File: src/rtl/button_cond.sv
// Push-button conditioner: 2-flop sync, per-button debounce, one-cycle press pulse to the game FSM.
// Latency: raw edge -> level/B after MAX+3 clk edges; lock and multi-press squash B without stalling debounce.
module button_cond #(
    parameter int N = 21,
    parameter int W = 4
) (
    input  logic         clk,
    input  logic         rst,
    input  logic [W-1:0] btn_raw,
    input  logic         lock,
    output logic [W-1:0] level,
    output logic [W-1:0] B,
    output logic         multi
);

    typedef enum logic {
        RELEASED = 1'b0,
        PRESSED  = 1'b1
    } state_t;

    localparam logic [N-1:0] MAX = '1;

    logic [W-1:0] s1;
    logic [W-1:0] s2;
    logic [N-1:0] cnt [W];
    state_t       st  [W];

    logic [W-1:0] accept;
    logic [W-1:0] press;
    logic         two_plus;

    always_comb begin
        level  = '0;
        accept = '0;
        press  = '0;
        for (int i = 0; i < W; i++) begin
            level[i]  = (st[i] == PRESSED);
            accept[i] = (s2[i] != level[i]) && (cnt[i] == MAX);
            press[i]  = accept[i] && s2[i];
        end
        // Clearing the lowest set bit leaves something only if two or more were set.
        two_plus = (press & (press - W'(1))) != '0;
    end

    always_ff @(posedge clk or posedge rst) begin
        if (rst) begin
            s1    <= '0;
            s2    <= '0;
            B     <= '0;
            multi <= 1'b0;
            for (int i = 0; i < W; i++) begin
                cnt[i] <= '0;
                st[i]  <= RELEASED;
            end
        end else begin
            s1 <= btn_raw;
            s2 <= s1;
            for (int i = 0; i < W; i++) begin
                if (s2[i] == level[i]) begin
                    cnt[i] <= '0;
                end else if (cnt[i] != MAX) begin
                    cnt[i] <= cnt[i] + 1'b1;
                end else begin
                    st[i]  <= s2[i] ? PRESSED : RELEASED;
                    cnt[i] <= '0;
                end
            end
            B     <= (two_plus || lock) ? '0 : press;
            multi <= two_plus && !lock;
        end
    end

endmodule
File: config.mk
export PLATFORM = sky130hd
export DESIGN_NAME = button_cond
export DESIGN_NICKNAME = d
export VERILOG_FILES = /design/src/rtl/button_cond.sv
export SDC_FILE = /design/constraint.sdc
export NUM_CORES = 1
export LEC_CHECK = 0
export CORE_MARGIN = 5
export CORE_UTILIZATION = 50
export CTS_BUF_LIST = sky130_fd_sc_hd__clkbuf_2
export CTS_CLUSTER_DIAMETER = 120
export DETAILED_ROUTE_END_ITERATION = 8
export GPL_TIMING_DRIVEN = 0
export PLACE_DENSITY = 0.67
export SLEW_MARGIN = 25
export SYNTH_ARGS = -nofsm -noshare
export SYNTH_HDL_FRONTEND = slang
export SYNTH_SLANG_ARGS = --single-unit
File: constraint.sdc
create_clock -name clk -period 4.4 [get_ports clk]
set_input_delay 0.88 -clock clk [delete_from_list [all_inputs] [get_ports clk]]
set_output_delay 0.88 -clock clk [all_outputs]
set_load 0.01 [all_outputs]
==> flow_metrics.tcl <==
set metrics [dict create \
    status "finished, final reports clean" \
    synthTopCellsByArea "dfrtp_1, xor2_1, nor2_1" \
    post-cts-setup-buffer-count 0 \
    start_util_pct 50.9 \
    synthFlopType "dfrtp_1" \
    fin_crit_ps 2490 \
    critPathMaxFanout 4 \
    rsz0062_at_grt "false" \
    clock-root-buffer "clkbuf_2" \
    dieHeight_um 107 \
    critPathTopFamily "buffers and inverters" \
    seqPwrFrac_pct 63.6 \
    clock_latency_ps 580 \
    coreArea_sq_mm 0.00920 \
    dieArea_sq_mm 0.0114 \
    endpoint_kind "output port" \
    wl_mm 7.68 \
    synth_cells 448 \
    ctsHoldBuffers 0 \
    dr.pass1.iters 4 \
    synthSimpleGateAreaFrac_pct 26.3 \
    synthMuxAreaShare_pct 0.721 \
    path_class "flop to output port" \
    ioPinCount 16 \
    cap_violations 0 \
    min_path_type "flop to flop" \
    max_freq_mhz 401 \
    synth_compound_area_share_pct 0.695 \
    slew_headroom_pct 50.4 \
    synth_seq_cells 101 \
    synth_fa_ha_area_share_pct 1.31 \
    grt_util_all_layers_pct 14.8 \
    cp_slowest_cell "clkdlybuf4s50_1" \
    p_switching_uw 387 \
    cts-buffers-inserted 9 \
    skew_ps 24.0 \
    cts_max_level 3 \
    async_flop_share_pct 100 \
    crit_path_cell_trace "clkdlybuf4s50_1" \
    grt-ovfl-total 0 \
    r2r_slack_ps 2250 \
    startpoint_type "flop" \
    hold_violations 0 \
    yosysSeqAreaShare_pct 54.0 \
    cts_tree "done" \
    clk_pin_slew_worst_paths_ps 280 \
    required_ps 3520 \
    final_util_pct 55.9 \
    grt_max_degree 72 \
    synth_edf_count 0 \
    vias_per_cell 5.22 \
    cts_resized 0 \
    synth_top_area_share_pct 54.0 \
    final-max-slew-violation-count 0 \
    stdcell_count 591 \
    tightest_slew_ps 738 \
    netlist_area_sq_mm 0.00468 \
    routabilityCongestion 0.784 \
    p_int_uw 1120 \
    cp.buffers_inverters 1 \
    whs_ps 374 \
    setup_slack_ps 1910 \
    fillers 807 \
    grt_pass1_vias 3052 \
    wl_per_cell_um 13.0 \
    clkPwrFrac_pct 32.1 \
    clock_sinks 101 \
    clockBufferDepth 2 \
    vias 3085 \
    combPwrFrac_pct 4.2 \
    drt_iter0_drc 70 \
    fp.dieW_um 107 \
    ant_nets 0 \
    setup_viol 0 \
    port_buffers 15 \
    area_growth_syn_to_layout_pct 9.78 \
    irDropWorstVdd_mv 0.240 \
    diodes 0 \
    postSynthAreaPerCell_sq_um 10.5 \
    hpwlAfterDp_mm 5.29 \
    synth_nets 459 \
    sw_frac_of_total_pct 25.8 \
    power.density_mw_per_mm2 292 \
    nNetsFinal 486 \
    ys_types 38 \
    antenna_found_initial 0 \
    critical_path_arrival_ps 1610 \
    rows 35 \
    synth-xor-area-share_pct 14.8 \
    dp_cells 575 \
    slowest_delay_ps 570 \
    synth_top_family_by_area "simple AND/OR/NAND/NOR gates" \
    drive_above_1_share_pct 9.17 \
    grt_pass1_wl_mm 13.7 \
    finalPower_uw 1500 \
    leakagePower_uw 0.00230 \
    pre_cts_ws_ps 2250 \
    timing.final.crit_share_pct 56.7 \
    synth-warning-count 0 \
    yosys.area.top_type "dfrtp_1" \
    drc 0 \
]
-- power groups by stage --
| stage | clock network, uW | logic [uW] | registers (uW) |
|---|---|---|---|
| 2_1_floorplan | 0 | 43.7 | 968 |
| 3_3_place_gp | 0 | 60.9 | 970 |
| 3_5_place_dp | 0 | 66.1 | 971 |
| 4_1_cts | 513 | 66.3 | 956 |
| 5_1_grt | 542 | 74.8 | 959 |
| 6_report | 483 | 63.7 | 956 |
-- cell usage after synthesis (2+ instances only) --
master / n
dfrtp_1: 101
nor2_1: 95
xor2_1: 52
nand3_1: 41
xnor2_1: 27
nand2_1: 23
nand4_1: 19
and3_1: 14
inv_1: 10
and4_1: 9
buf_2: 7
nand2b_1: 6
nor3_1: 5
ha_1: 4
and2_1: 3
mux2_2: 3
nor4_1: 3
and4b_1: 2
buf_4: 2
clkbuf_1: 2
nand4_4: 2
o21ai_0: 2
-- registers in the layout (all words and copies together) (netlist names) --
signal	count
s1	4
s2	4
level	4
B	4
cnt	84
multi	1
-- logic make-up (layout without fill, tap and decap cells) --
kind of cell,count (synthesis),count (layout)
multiplexers,3,3
XOR/XNOR,79,79
flip-flops,101,101
AND/OR/NAND/NOR,233,233
AO/OA/AOI/OAI,5,5
buffers and inverters,22,54
adder cells (fa/ha/maj),5,5
-- worst paths after layout --
| check | startpoint | end | depth (start not counted) |
|---|---|---|---|
| worst max-delay path | level[1]$_DFFE_PP0N_ | level[1] | 1 |
| worst min-delay path | s1[3]$_DFF_PP0_ | s2[3]$_DFF_PP0_ | 0 |
| worst max register to register | cnt[42]$_DFF_PP0_ | cnt[42]$_DFF_PP0_ | 8 |
| worst min register to register | s1[3]$_DFF_PP0_ | s2[3]$_DFF_PP0_ | 0 |
| max in group asynchronous | rst | cnt[75]$_DFF_PP0_ | 3 |
| min in group asynchronous | rst | cnt[30]$_DFF_PP0_ | 2 |
-- area by class of cell --
class,count,area (sq um),area share [%]
Sequential cell,101,2530,49.2
Tap cell,111,139,2.70
Buffer,12,68.8,1.34
Clock buffer,9,45.0,0.876
Clock inverter,7,91.3,1.78
Timing Repair Buffer,16,178,3.46
Multi-Input combinational cell,325,2050,39.9
Inverter,10,42.5,0.827
-- through the flow --
| stage | cell area, sq um | setup TNS, ps |
|---|---|---|
| after floorplan | 4680 | 0 |
| after global placement | 4970 | -66230 |
| after detailed placement | 5000 | 0 |
| after CTS | 5140 | 0 |
| after global routing | 5140 | 0 |
| final | 5140 | 0 |
-- placed cells by master, fill, tap and decap left out, types with 2 or more instances in the layout --
| master | instances |
|---|---|
| and4b_1 | 2 |
| inv_1 | 9 |
| xnor2_1 | 27 |
| clkbuf_1 | 2 |
| nor3_1 | 5 |
| and2_1 | 3 |
| clkdlybuf4s50_1 | 15 |
| inv_8 | 4 |
| nor2_1 | 95 |
| clkbuf_2 | 9 |
| nand2_1 | 23 |
| mux2_2 | 3 |
| xor2_1 | 52 |
| nand2b_1 | 6 |
| o21ai_0 | 2 |
| dfrtp_1 | 101 |
| buf_2 | 7 |
| and3_1 | 14 |
| nand3_1 | 41 |
| buf_4 | 2 |
| nor4_1 | 3 |
| nand4_4 | 2 |
| ha_1 | 4 |
| and4_1 | 9 |
| nand4_1 | 19 |
-- metal layers --
| layer | global-route usage [%] | vias up | routed length [um] |
|---|---|---|---|
| met5 | 0 | - | 0 |
| met4 | 4.47 | 0 | 99 |
| met3 | 4.03 | 9 | 243 |
| met2 | 23.8 | 33 | 3530 |
| met1 | 19.7 | 1486 | 3810 |
| li1 | - | 1557 | - |
(Power assumes the default switching activity.)
